<file path="config.mk">
export PLATFORM = sky130hd
export DESIGN_NAME = reaction_ctrl
export DESIGN_NICKNAME = d
export VERILOG_FILES = /design/src/rtl/reaction_ctrl.sv
export SDC_FILE = /design/constraint.sdc
export NUM_CORES = 1
export LEC_CHECK = 0
export ABC_AREA = 1
export CAP_MARGIN = 20
export CORE_AREA = 2 2 86 104
export DETAILED_ROUTE_END_ITERATION = 7
export DIE_AREA = 0 0 88 106
export DONT_BUFFER_PORTS = 1
export PLACE_DENSITY = 0.8
export REMOVE_ABC_BUFFERS = 1
export SYNTH_ARGS = -nofsm -noshare
export SYNTH_HDL_FRONTEND = slang
export SYNTH_SLANG_ARGS = --single-unit
</file>
<file path="constraint.sdc">
create_clock -name clk -period 1.45 [get_ports clk]
set_input_delay 0.435 -clock clk [delete_from_list [all_inputs] [get_ports clk]]
set_output_delay 0.435 -clock clk [all_outputs]
set_load 0.02 [all_outputs]
</file>
<file path="src/rtl/reaction_ctrl.sv">
// reaction_ctrl: reaction-time round controller; debounces the button, waits a random delay, drives the timer strobes and flags.
// Ports: clk, rst_n (async active-low); btn raw button; ms_time elapsed ms from timer;
//        timer_clr/start/stop 1-cycle strobes to the timer; led stimulus lamp;
//        false_start/timeout sticky round flags; result_valid score valid in DONE; state FSM encoding.
module reaction_ctrl #(
  parameter int CLK_PER_MS       = 100000,
  parameter int DB_CYCLES        = 100000,
  parameter int MIN_DELAY_MS     = 1000,
  parameter int DELAY_RANGE_LOG2 = 12,
  parameter int TIMEOUT_MS       = 9999
) (
  input  logic        clk,
  input  logic        rst_n,
  input  logic        btn,
  input  logic [13:0] ms_time,
  output logic        timer_clr,
  output logic        start,
  output logic        stop,
  output logic        led,
  output logic        false_start,
  output logic        timeout,
  output logic        result_valid,
  output logic [2:0]  state
);
  localparam int TW = $clog2(CLK_PER_MS + 1);
  localparam int DW = $clog2(DB_CYCLES + 1);
  typedef enum logic [2:0] {IDLE = 3'd0, ARM = 3'd1, WAIT = 3'd2, RUN = 3'd3, DONE = 3'd4, FAULT = 3'd5} state_t;
  state_t        state_q;
  logic [1:0]    sync_q;
  logic          db_q, press_q;
  logic [DW-1:0] db_cnt_q;
  logic [15:0]   lfsr_q, lfsr_d;
  logic [15:0]   delay_q;
  logic [TW-1:0] tick_q;
  logic          clr_q, start_q, stop_q, led_q, fs_q, to_q, rv_q;
  assign lfsr_d       = {lfsr_q[14:0], lfsr_q[15] ^ lfsr_q[13] ^ lfsr_q[12] ^ lfsr_q[10]};
  assign state        = state_q;
  assign timer_clr    = clr_q;
  assign start        = start_q;
  assign stop         = stop_q;
  assign led          = led_q;
  assign false_start  = fs_q;
  assign timeout      = to_q;
  assign result_valid = rv_q;
  always_ff @(posedge clk or negedge rst_n)
    if (!rst_n) lfsr_q <= 16'hACE1;
    else lfsr_q <= lfsr_d;
  // A new level is accepted only after DB_CYCLES consecutive samples differ from the
  // current debounced level; any return to the old level restarts the count.
  always_ff @(posedge clk or negedge rst_n)
    if (!rst_n) begin
      sync_q   <= 2'b00;
      db_q     <= 1'b0;
      db_cnt_q <= '0;
      press_q  <= 1'b0;
    end else begin
      sync_q  <= {sync_q[0], btn};
      press_q <= 1'b0;
      if (sync_q[1] == db_q) db_cnt_q <= '0;
      else if (db_cnt_q == DW'(DB_CYCLES - 1)) begin
        db_q     <= sync_q[1];
        db_cnt_q <= '0;
        press_q  <= sync_q[1];
      end else db_cnt_q <= db_cnt_q + 1'b1;
    end
  always_ff @(posedge clk or negedge rst_n)
    if (!rst_n) begin
      state_q <= IDLE;
      delay_q <= '0;
      tick_q  <= '0;
      clr_q   <= 1'b0;
      start_q <= 1'b0;
      stop_q  <= 1'b0;
      led_q   <= 1'b0;
      fs_q    <= 1'b0;
      to_q    <= 1'b0;
      rv_q    <= 1'b0;
    end else begin
      clr_q   <= 1'b0;
      start_q <= 1'b0;
      stop_q  <= 1'b0;
      case (state_q)
        IDLE, DONE, FAULT:
          if (press_q) begin
            state_q <= ARM;
            clr_q   <= 1'b1;
            fs_q    <= 1'b0;
            to_q    <= 1'b0;
            rv_q    <= 1'b0;
          end
        ARM: begin
          state_q <= WAIT;
          delay_q <= 16'(MIN_DELAY_MS) + 16'(lfsr_q[DELAY_RANGE_LOG2-1:0]);
          tick_q  <= '0;
        end
        WAIT:
          if (press_q) begin
            state_q <= FAULT;
            fs_q    <= 1'b1;
          end else if (tick_q == TW'(CLK_PER_MS - 1)) begin
            tick_q <= '0;
            if (delay_q == 16'd0) begin
              state_q <= RUN;
              start_q <= 1'b1;
              led_q   <= 1'b1;
            end else delay_q <= delay_q - 1'b1;
          end else tick_q <= tick_q + 1'b1;
        RUN:
          if (press_q || ms_time >= 14'(TIMEOUT_MS)) begin
            state_q <= DONE;
            stop_q  <= 1'b1;
            led_q   <= 1'b0;
            to_q    <= !press_q;
            rv_q    <= press_q;
          end
        default: state_q <= IDLE;
      endcase
    end
endmodule

</file>
* After elaboration in Yosys (flattened, before gate mapping) *
Cells that the tools add are included.

operators by class
  add/subtract/negate cells = 4
  multipliers = 0
  divide/modulo/power cells = 0
  magnitude comparators = 1
  equality and inequality tests = 17
  shifts and indexed selects = 0
  mux-type cells = 37
  bitwise operators = 4
  reduce and logical (&&, ||, !) cells = 16

operators by type and width
  cell                                                        number
  2-to-1 mux 17 bit                                           4
  2-to-1 mux 16 bit                                           3
  adder 17 x 1 -> 17 bit (second input constant)              2
  equality test 17 bit (second input constant)                2
  one-hot mux 17 bit (2 select lines)                         1
  one-hot mux 16 bit (2 select lines)                         1
  2-to-1 mux 1 bit                                            18
  logical NOT 16 bit                                          1
  subtractor 16 x 1 -> 16 bit (second input constant)         1
  2-to-1 mux 3 bit                                            5
  greater-or-equal comparator 14 bit (second input constant)  1
  inequality test 2 bit (second input constant)               7
  adder 10 x 12 -> 13 bit (first input constant)              1
  one-hot mux 3 bit (4 select lines)                          1
  one-hot mux 1 bit (2 select lines)                          4
  AND reduction 4 bit                                         2
  nonzero test 2 bit                                          4
  equality test 3 x 2 -> 1 bit (second input constant)        2
  equality test 3 bit (second input constant)                 2
  inequality test 3 bit (second input constant)               2
  AND reduction 3 bit                                         2
  AND reduction 5 bit                                         1
  AND reduction 2 bit                                         2
  equality test 3 x 1 -> 1 bit (second input constant)        1
  7 further kinds                                             9

word-level totals
  bits in registers = 80
  latch bits = 0
  bits in writable memories = 0
  ROM bits = 0
  input bits = 17
  output and inout bits = 10
  word-level logic and storage cells = 94
  memories kept = 0

* Depth between registers and ports, before layout *
Gate-level depths: netlist (run 1).

  word-level depth = 5
  mapped depth = 11
  mapped depth without buffers = 11

* Worst setup path after synthesis (run 1) *
OpenSTA, ideal clock, no wires.

  path type = register to register
  start = register tick_q[0]
  end = register delay_q[4]
  library setup time = 0.116 ns
  arrival = 1.358 ns
  required time = 1.334 ns
  slack = -0.025 ns
  stages on the path, launching flop included = 12
  buffers on the path = 1
  period minus slack after synthesis = 1.475 ns
  cell sequence = dfrtp_1 > ha_1 > nand2_1 > inv_1 > nand2_1 > nor2_1 > nand2_1 > o21ai_2 > nand2_2 > buf_4 > nand2_1 > nand2_1

between the ends
  cells in the longest elaborated chain, start to end = 3

RTL lines
  item                             RTL line  RTL
  start: declaration               34        logic [TW-1:0] tick_q;
  start signal: assignment         107       end else tick_q <= tick_q + 1'b1;
  equality test 17 bit             100       end else if (tick_q == TW'(CLK_PER_MS - 1)) begin
  inequality test 2 bit (no line)  n/a
  AND reduction 4 bit (no line)    n/a
  end signal: assignment           93        delay_q <= 16'(MIN_DELAY_MS) + 16'(lfsr_q[DELAY_RANGE_LOG2-1:0]);
  end signal: assignment           106       end else delay_q <= delay_q - 1'b1;
  end: declaration                 33        logic [15:0] delay_q;

No other way between the ends.
A chain may end at the register's enable or synchronous reset.

* Worst setup path after layout (run 1) *
  start = register tick_q[11]
  end = register delay_q[0]

Same word-level chain as after synthesis.

==> results of run 1 <==
[sequential cells by signal, indices dropped and copies added (netlist names)]
register and count:
sync_q 2, start 1, timeout 1, false_start 1, delay_q 16, stop 1, state 3, lfsr_q 16
timer_clr 1, db_cnt_q 17, led 1, result_valid 1, db_q 1, tick_q 17, press_q 1
[placed cells by master, fill, tap and decap left out, types with 10 or more instances in the layout]
cell type,count
dfrtp_1,70
buf_6,16
nand2_2,28
nor3_1,13
nor3_2,10
xor2_1,10
o21ai_0,14
nor2_2,16
nand2_1,146
inv_2,11
nor2_1,68
nand3_1,38
inv_1,66
nand4_1,17
buf_4,96
nand2_4,10
nor2_4,17
[path summary, 6_finish.rpt]
kind	end	slack, ns	cells after the start	start
hold / removal	delay_q[6]	-0.23	0	rst_n
min in group clk	sync_q[0]	0.11	0	btn
max in group asynchronous	lfsr_q[13]	1.47	0	rst_n
hold reg to reg	sync_q[1]	0.37	0	sync_q[0]
setup reg to reg	delay_q[0]	-0.36	9	tick_q[11]
setup / recovery	delay_q[0]	-0.36	9	tick_q[11]
[cell families (layout without fill, tap and decap cells)]
kind of cell,count (synthesis),count (layout),share of synthesized area (%)
mux,1,1,0.225
simple gates,384,384,36.8
flops,80,80,45.2
buf+inv,87,211,7.82
fa+ha+maj,5,5,1.41
compound gates,47,47,5.82
xor+xnor,14,14,2.76
[what timing repair did]
action                                  CTS  global route
pin swaps                                18            43
resized for setup                        54           116
cloned                                    1             0
endpoints found under the setup margin   45            56
buffers inserted                          6            13
endpoints found under the hold margin    80            80
[final cells by class]
type,count,area [um2]
well taps,117,146
clock inverters,5,106
clock buffers,11,131
multi-input cells,451,2590
flip-flops and latches,80,2010
repair buffers,114,941
fillers,504,2120
inverters,81,324
[metrics by stage]
step | setup TNS (ns) | power (mW)
6_report | -8.91 | 4.31
4_1_cts | -4.13 | 4.26
3_3_place_gp | -2.18 | 2.33
2_1_floorplan | -8.52 | 2.31
3_5_place_dp | -3.82 | 2.33
5_1_grt | -14.14 | 4.40
[layer usage]
layer,share of wire [%],wire length (um)
met4,6.0,879
met1,35,5160
met2,52,7690
met3,6.4,931
met5,0,0
[worst max-delay path, cell delays in order (launching register included)]
cell and delay [ns]:
dfrtp_1 0.41, nor2_1 0.17, nand2_1 0.12, nor2_1 0.28, nand2_4 0.11, o21ai_4 0.16, nand2_4 0.14, buf_6 0.17
nand2_2 0.06, nand2_1 0.08
[report_power, final]
group	switching, mW	total (mW)	internal, mW
sequential	0.00725	2.25	2.24
clock	0.851	2.00	1.15
combinational	0.0364	0.0671	0.0307
total	0.895	4.31	3.42
==> flow_summary.json, run 1 <==
{
  "ys_async_sr_fraction_pct": 100,
  "rsz0062_at_grt": "true",
  "ys_top_cells_by_area": "dfrtp_1 40%, nand2_1 15%, nor2_1 8.3%",
  "end_kind": "flip-flop",
  "port_buffers": 0,
  "fin_area_mm2": 0.00625,
  "fin_cells": 859,
  "synth.most_common_cell": "nand2_1",
  "area_growth_pct": 40.5,
  "synth-seq-cells": 80,
  "cp_max_fo": 7,
  "synthCells": 618,
  "initial_core_util_pct": 53.1,
  "grt_pass1_wl_um": 19400,
  "drc": 0,
  "final_max_slew_viol_count": 0,
  "clk_latency_ns": 0.36,
  "clk_pin_slew_ns": 0.09,
  "ys_types": 34,
  "first_pass_iters": 5,
  "dp_hpwl_um": 8020,
  "drive_gt1_share_pct": 35.3,
  "fin_crit_sh_pct": 125,
  "via_per_inst": 5.71,
  "busiest_layer": "met2",
  "die_w_um": 88,
  "setup_viol": 43,
  "dp_cells": 824,
  "synth_flop_cell": "dfrtp_1",
  "max-slew-margin-rel_pct": 77.0,
  "layout.nets": 759,
  "ys_seq_area_share_pct": 45.2,
  "first_global_vias": 4365,
  "antenna_left": 0,
  "dieHeight_um": 106,
  "violations": "negative hold slack, negative setup slack",
  "syn_avg_cell_area_um2": 7.20,
  "synth_commonest_cells": "182 x nand2_1, 98 x nor2_1, 75 x inv_1",
  "run_status": "finished with violations",
  "die_area_mm2": 0.00933,
  "final_core_util_pct": 74.6,
  "pin_count": 27,
  "place_congestion": 0.968,
  "wl_per_cell_um": 17.1,
  "cts_htree_levels": 3,
  "antennaDiodeCount": 0,
  "p_per_area_mw_per_mm2": 690,
  "met1_usage_pct": 31.1,
  "grt_use_met2_pct": 46.2,
  "leakagePower_nw": 3.14,
  "synth_edf_count": 0,
  "yosys_warnings": 0,
  "cts_tree": "yes",
  "grt_max_degree": 81,
  "fin_crit_ns": 1.81,
  "clock_path_buffers": 2,
  "critical_path_required_ns": 1.69,
  "cts_root_buffer": "clkbuf_8",
  "vias": 4905,
  "grt_util_met3_pct": 3.65,
  "crit_type": "reg2reg",
  "rows": 37,
  "setup_ws_ns": -0.364,
  "syn_area_mm2": 0.00445,
  "critPathLaunchType": "flip-flop",
  "synth_top_area_cell": "dfrtp_1",
  "placed_area_mm2": 0.00529,
  "clkSinkCount": 80,
  "antenna_found_initial": 0,
  "max_freq_ghz": 0.551,
  "holdWs_ns": -0.233,
  "worst_pin_slew_ns": 0.341,
  "pre_cts_slack_ns": -0.179,
  "min_path_type": "in2async",
  "synth_top_area_share_pct": 40.5,
  "gr-total-overflow": 0,
  "worst_clock_skew_ns": 0.0104,
  "cts-buffers-inserted": 9,
  "core_mm2": 0.00838,
  "hold_viol": 80,
  "wl_um": 14700,
  "peakVddDrop_v": 0.000583,
  "drt_iter0_markers": 511,
  "worst_ep_arrival_time_ns": 2.06,
  "grtUsageTotal_pct": 26.3,
  "drv_cap": 0
}
Power figures use the tool's default switching activity.
==> run 2: changes to the inputs <==
Settings changed: PLACE_DENSITY 0.8 to 0.78.
Clock period 1.45 ns to 1.7 ns, I/O delays scaled along.
==> run 2 against run 1 <==
Effect of this change:
- the flow finishes with violations (negative hold slack)
- critical path depth is 1 higher
- first-iteration DRC count is 46% lower
- wire length is 32% lower
- setup slack better by 0.42 ns
==> flow_summary.json, run 2 (same netlist as run 1, synthesis figures left out) <==
{
  "clkSinkCount": 80,
  "end_kind": "flip-flop",
  "p_per_area_mw_per_mm2": 710,
  "die_w_um": 88,
  "pwr-share-seq_pct": 52.8,
  "antenna_left": 0,
  "holdWs_ns": -0.155,
  "violations": "negative hold slack",
  "grt_pass1_wl_um": 16600,
  "drc": 0,
  "min_path_type": "in2async",
  "rsz0062_at_grt": "true",
  "initial_core_util_pct": 53.1,
  "critical_path_required_ns": 1.94,
  "run_status": "finished with violations",
  "clk_pin_slew_ns": 0.09,
  "grt_max_degree": 81,
  "mostFrequentLayoutCell": "nand2_1",
  "max-slew-margin-rel_pct": 69.4,
  "gr-total-overflow": 0,
  "placed_area_mm2": 0.00467,
  "worst_pin_slew_ns": 0.459,
  "worst_clock_skew_ns": 0.0124,
  "drv_cap": 0,
  "rows": 37,
  "cts-buffers-inserted": 9,
  "crit_type": "reg2reg",
  "dieHeight_um": 106,
  "hold_viol": 72,
  "clock_path_buffers": 2,
  "cp_max_fo": 13,
  "tns_ns": 0,
  "p_sw_share_pct": 20.0,
  "via_per_inst": 5.31,
  "grtUsageTotal_pct": 22.3,
  "final_cell_mix": "176 x nand2_1, 91 x nor2_1, 73 x inv_1",
  "wl_per_cell_um": 12.9,
  "setup_ws_ns": 0.0515,
  "first_pass_iters": 5,
  "die_area_mm2": 0.00933,
  "port_buffers": 0,
  "first_global_vias": 3941,
  "drive_gt1_share_pct": 12.9,
  "antennaDiodeCount": 0,
  "vias": 4082,
  "net-switching-power_mw": 0.726,
  "critPathLaunchType": "flip-flop",
  "antenna_found_initial": 0,
  "layout.nets": 669,
  "peakVddDrop_v": 0.000540,
  "clk_latency_ns": 0.35,
  "nFillCells": 713,
  "dp_cells": 742,
  "worst_ep_arrival_time_ns": 1.89,
  "fin_cells": 769,
  "pre_cts_slack_ns": 0.00639,
  "fin_crit_sh_pct": 97.0,
  "setup_viol": 0,
  "drt_iter0_markers": 275,
  "cts_htree_levels": 3,
  "fin_area_mm2": 0.00511,
  "cts_root_buffer": "clkbuf_8",
  "wl_um": 9940,
  "max_freq_ghz": 0.607,
  "final_max_slew_viol_count": 0,
  "combPwrFrac_pct": 0.9,
  "pin_count": 27,
  "leakagePower_nw": 2.58,
  "place_congestion": 0.937,
  "p_clk_share_pct": 46.3,
  "dp_hpwl_um": 6900,
  "reg_top3": "db_cnt_q: 17 flops, tick_q: 17 flops",
  "cts_tree": "yes",
  "area_growth_pct": 14.8,
  "fin_crit_ns": 1.65,
  "core_mm2": 0.00838,
  "internal-power_mw": 2.90
}
[run 2: layout make-up]
type / instances / area (um2) / area share (%)
multi-input cells: 452 / 2200 / 43.0
flip-flops and latches: 80 / 2010 / 39.4
inverters: 81 / 309 / 6.05
repair buffers: 23 / 205 / 4.02
well taps: 117 / 146 / 2.87
clock buffers: 11 / 131 / 2.57
clock inverters: 5 / 105 / 2.06
[run 2: worst paths after layout]
| path | startpoint | endpoint | slack [ns] | cells after the start |
|---|---|---|---|---|
| hold / removal | rst_n | delay_q[7] | -0.15 | 0 |
| setup reg to reg | state[2] | tick_q[16] | 0.05 | 10 |
| min in group clk | btn | sync_q[0] | 0.19 | 0 |
| max in group asynchronous | rst_n | lfsr_q[15] | 1.66 | 0 |
| setup / recovery | state[2] | tick_q[16] | 0.05 | 10 |
| hold reg to reg | sync_q[0] | sync_q[1] | 0.35 | 0 |
[run 2: per-stage QoR]
| step | util (%) | power, mW |
|---|---|---|
| final | 61.0 | 3.63 |
| after global routing | 61.0 | 3.76 |
| after CTS | 58.5 | 3.64 |
| after detailed placement | 55.7 | 1.98 |
| after global placement | 55.7 | 1.98 |
| after floorplan | - | 1.97 |
[run 2: routing by layer]
metal	vias up	track usage, %	share of wire, %
met5	-	0	0
met4	0	11.3	3.1
met3	29	3.65	3.8
met2	108	37.0	51
met1	1929	27.6	42
li1	2016	-	-
[run 2: timing repair]
action,in CTS,in global routing
cloned,0,1
gates resized for setup,1,30
endpoints found under the setup margin,1,33
pin swaps,0,3
buffers inserted,0,10
hold endpoints to repair,80,80
[run 2: worst max-delay path, stage by stage (launching register included)]
cell and delay, ns:
dfrtp_1 0.42, inv_1 0.08, nand2_2 0.11, nor2_4 0.21, nand2_4 0.10, nand2_8 0.12
inv_4 0.07, nor2_4 0.15, nand3_1 0.10, nand2_1 0.11, nor2_1 0.05
[run 2: power groups by stage]
stage               sequential (mW)  clock, mW  combinational (mW)
floorplan                      1.95          0              0.0209
detailed placement             1.95          0              0.0256
CTS                            1.92       1.70              0.0258
global placement               1.95          0              0.0243
finish                         1.92       1.68              0.0327
global route                   1.92       1.80              0.0368
==> run 3: changes to the inputs <==
Settings changed: CORE_AREA 2 2 86 104 to 3 3 87 105, DIE_AREA 0 0 88 106 to 0 0 90 108, MAX_ROUTING_LAYER set to met4, RECOVER_POWER set to 100.
==> run 3 against run 2 <==
Effect of this change:
- maximum frequency grew 1.7%
- non-clock buffer count shrank 2
- wire length shrank 1.4%
- clock power grew 5%
- sequential power is essentially flat
- sequential cell count is the same
- power grew 1.9%
- first-iteration DRC count grew 1.8%
- highest routed layer unchanged
- clock skew shrank 0.0015 ns
- the run still ends with negative hold slack left
- core utilization grew 0.91 points
- count of clock-buffer cells in the layout is the same
==> flow_summary.json, run 3 (same netlist as run 1, synthesis figures left out) <==
{
  "die_w_um": 90,
  "gr-total-overflow": 0,
  "final_max_slew_viol_count": 0,
  "final_cell_mix": "170 x nand2_1, 92 x nor2_1, 74 x inv_1",
  "setup_viol": 0,
  "crit_type": "reg2reg",
  "drv_cap": 0,
  "antennaDiodeCount": 0,
  "drt_iter0_markers": 280,
  "critPathLaunchType": "flip-flop",
  "max_freq_ghz": 0.617,
  "p_per_area_mw_per_mm2": 729,
  "wl_um": 9790,
  "vias": 4046,
  "cts_htree_levels": 3,
  "reg_top3": "db_cnt_q: 17 flops, tick_q: 17 flops",
  "cts-buffers-inserted": 9,
  "final_core_util_pct": 61.9,
  "clk_pin_slew_ns": 0.08,
  "port_buffers": 0,
  "peakVddDrop_v": 0.000454,
  "worstReg2RegEnd": "delay_q[2]",
  "cts_root_buffer": "clkbuf_8",
  "min_path_type": "in2async",
  "max-slew-margin-rel_pct": 70.3,
  "fin_crit_sh_pct": 95.4,
  "reg2regPathDepth": 11,
  "grt_max_degree": 81,
  "cts_tree": "yes",
  "layout.nets": 666,
  "wl_per_cell_um": 12.8,
  "antenna_left": 0,
  "area_growth_pct": 13.9,
  "rsz0062_at_grt": "true",
  "fin_crit_ns": 1.62,
  "run_status": "finished with violations",
  "cp_max_fo": 7,
  "grt_pass1_wl_um": 16400,
  "worst_ep_arrival_time_ns": 1.87,
  "holdWs_ns": -0.161,
  "initial_core_util_pct": 54.3,
  "clock_path_buffers": 2,
  "antenna_found_initial": 0,
  "drive_gt1_share_pct": 12.3,
  "r2r_setup_slack_ns": 0.08,
  "first_global_vias": 3896,
  "clk_latency_ns": 0.36,
  "pin_count": 27,
  "reg2reg_from": "tick_q[0]",
  "critical_path_required_ns": 1.95,
  "hold_viol": 74,
  "endpoint": "delay_q[2]",
  "via_per_inst": 5.30,
  "clkSinkCount": 80,
  "rows": 36,
  "dieHeight_um": 108,
  "end_kind": "flip-flop",
  "core_mm2": 0.00820,
  "crit_path_start": "tick_q[0]",
  "dp_hpwl_um": 7060,
  "worst_clock_skew_ns": 0.0109,
  "mostFrequentLayoutCell": "nand2_1",
  "place_congestion": 0.887,
  "first_pass_iters": 5,
  "worst_pin_slew_ns": 0.446,
  "drc": 0,
  "violations": "negative hold slack",
  "die_area_mm2": 0.00972,
  "grtUsageTotal_pct": 21.2,
  "leakagePower_nw": 2.58
}
## run 3: changes by cell type in the layout (fill, tap and decap cells not counted), moves of 2 or more
cell,change
buf_12,-2
buf_4,-3
buf_6,+4
clkbuf_1,-2
clkbuf_8,+2
dfstp_1,+7
dfstp_2,-7
nand2_1,-6
nand2_2,+8
nor2_2,-2
o21ai_1,-2
## run 3: worst min-delay path by stage
| stage | slack, ns | start | endpoint | cells past startpoint |
|---|---|---|---|---|
| final | -0.16 | rst_n | lfsr_q[9] | 0 |
| after global routing | -0.18 | rst_n | tick_q[16] | 0 |
| after CTS | -0.17 | rst_n | lfsr_q[9] | 0 |
| after detailed placement | 0.22 | rst_n | lfsr_q[9] | 0 |
| after global placement | 0.22 | rst_n | lfsr_q[9] | 0 |
| after floorplan | 0.21 | rst_n | db_cnt_q[0] | 0 |
## run 3: power breakdown
group          internal (mW)  switching, mW
Sequential              1.91        0.00474
Clock                   1.05          0.705
Combinational        0.00948         0.0167
## run 3: cell type report
cell class	instances	area [um2]
sequential	80	2010
tap	114	143
clock buffer	11	151
timing repair buffer	21	173
multi-input combinational	451	2180
clock inverter	5	103
inverter	81	309
fill	716	3130
## run 3: routing by layer
layer	GRT usage (%)	up-vias	wire length, um	part of all wire (%)
met5	-	-	0	0
met4	10.2	0	300	3.1
met3	3.13	38	351	3.6
met2	35.9	97	4930	50
met1	24.9	1905	4210	43
li1	-	2006	-	-
## run 3: worst max-delay path, cell delays in order (launching register included)
cell and delay [ns]:
dfrtp_1 0.42, ha_4 0.17, nand2_4 0.06, inv_2 0.06, nand2_2 0.04, nor2_2 0.11, nand2_2 0.09, o21ai_4 0.19
nand2_4 0.11, buf_6 0.15, nand2_2 0.05, o21ai_2 0.05
## run 3: timing repair
item	in CTS	in global routing
endpoints found under the setup margin	0	30
hold endpoints to repair	80	80
setup buffers	0	4
gates resized for setup	0	35
## run 3: metrics by stage
| step | worst slack [ns] | power [mW] | area (um2) | TNS (ns) | std cells |
|---|---|---|---|---|---|
| 6_report | 0.0787 | 3.70 | 5070 | 0 | 763 |
| 5_1_grt | -0.0138 | 3.82 | 5070 | -0.0477 | 763 |
| 4_1_cts | 0.0379 | 3.72 | 4930 | 0 | 758 |
| 3_5_place_dp | 0.0570 | 1.98 | 4670 | 0 | 742 |
| 3_3_place_gp | 0.0855 | 1.98 | 4670 | 0 | 742 |
| 2_1_floorplan | -0.0654 | 1.97 | 4410 | -0.512 | 612 |
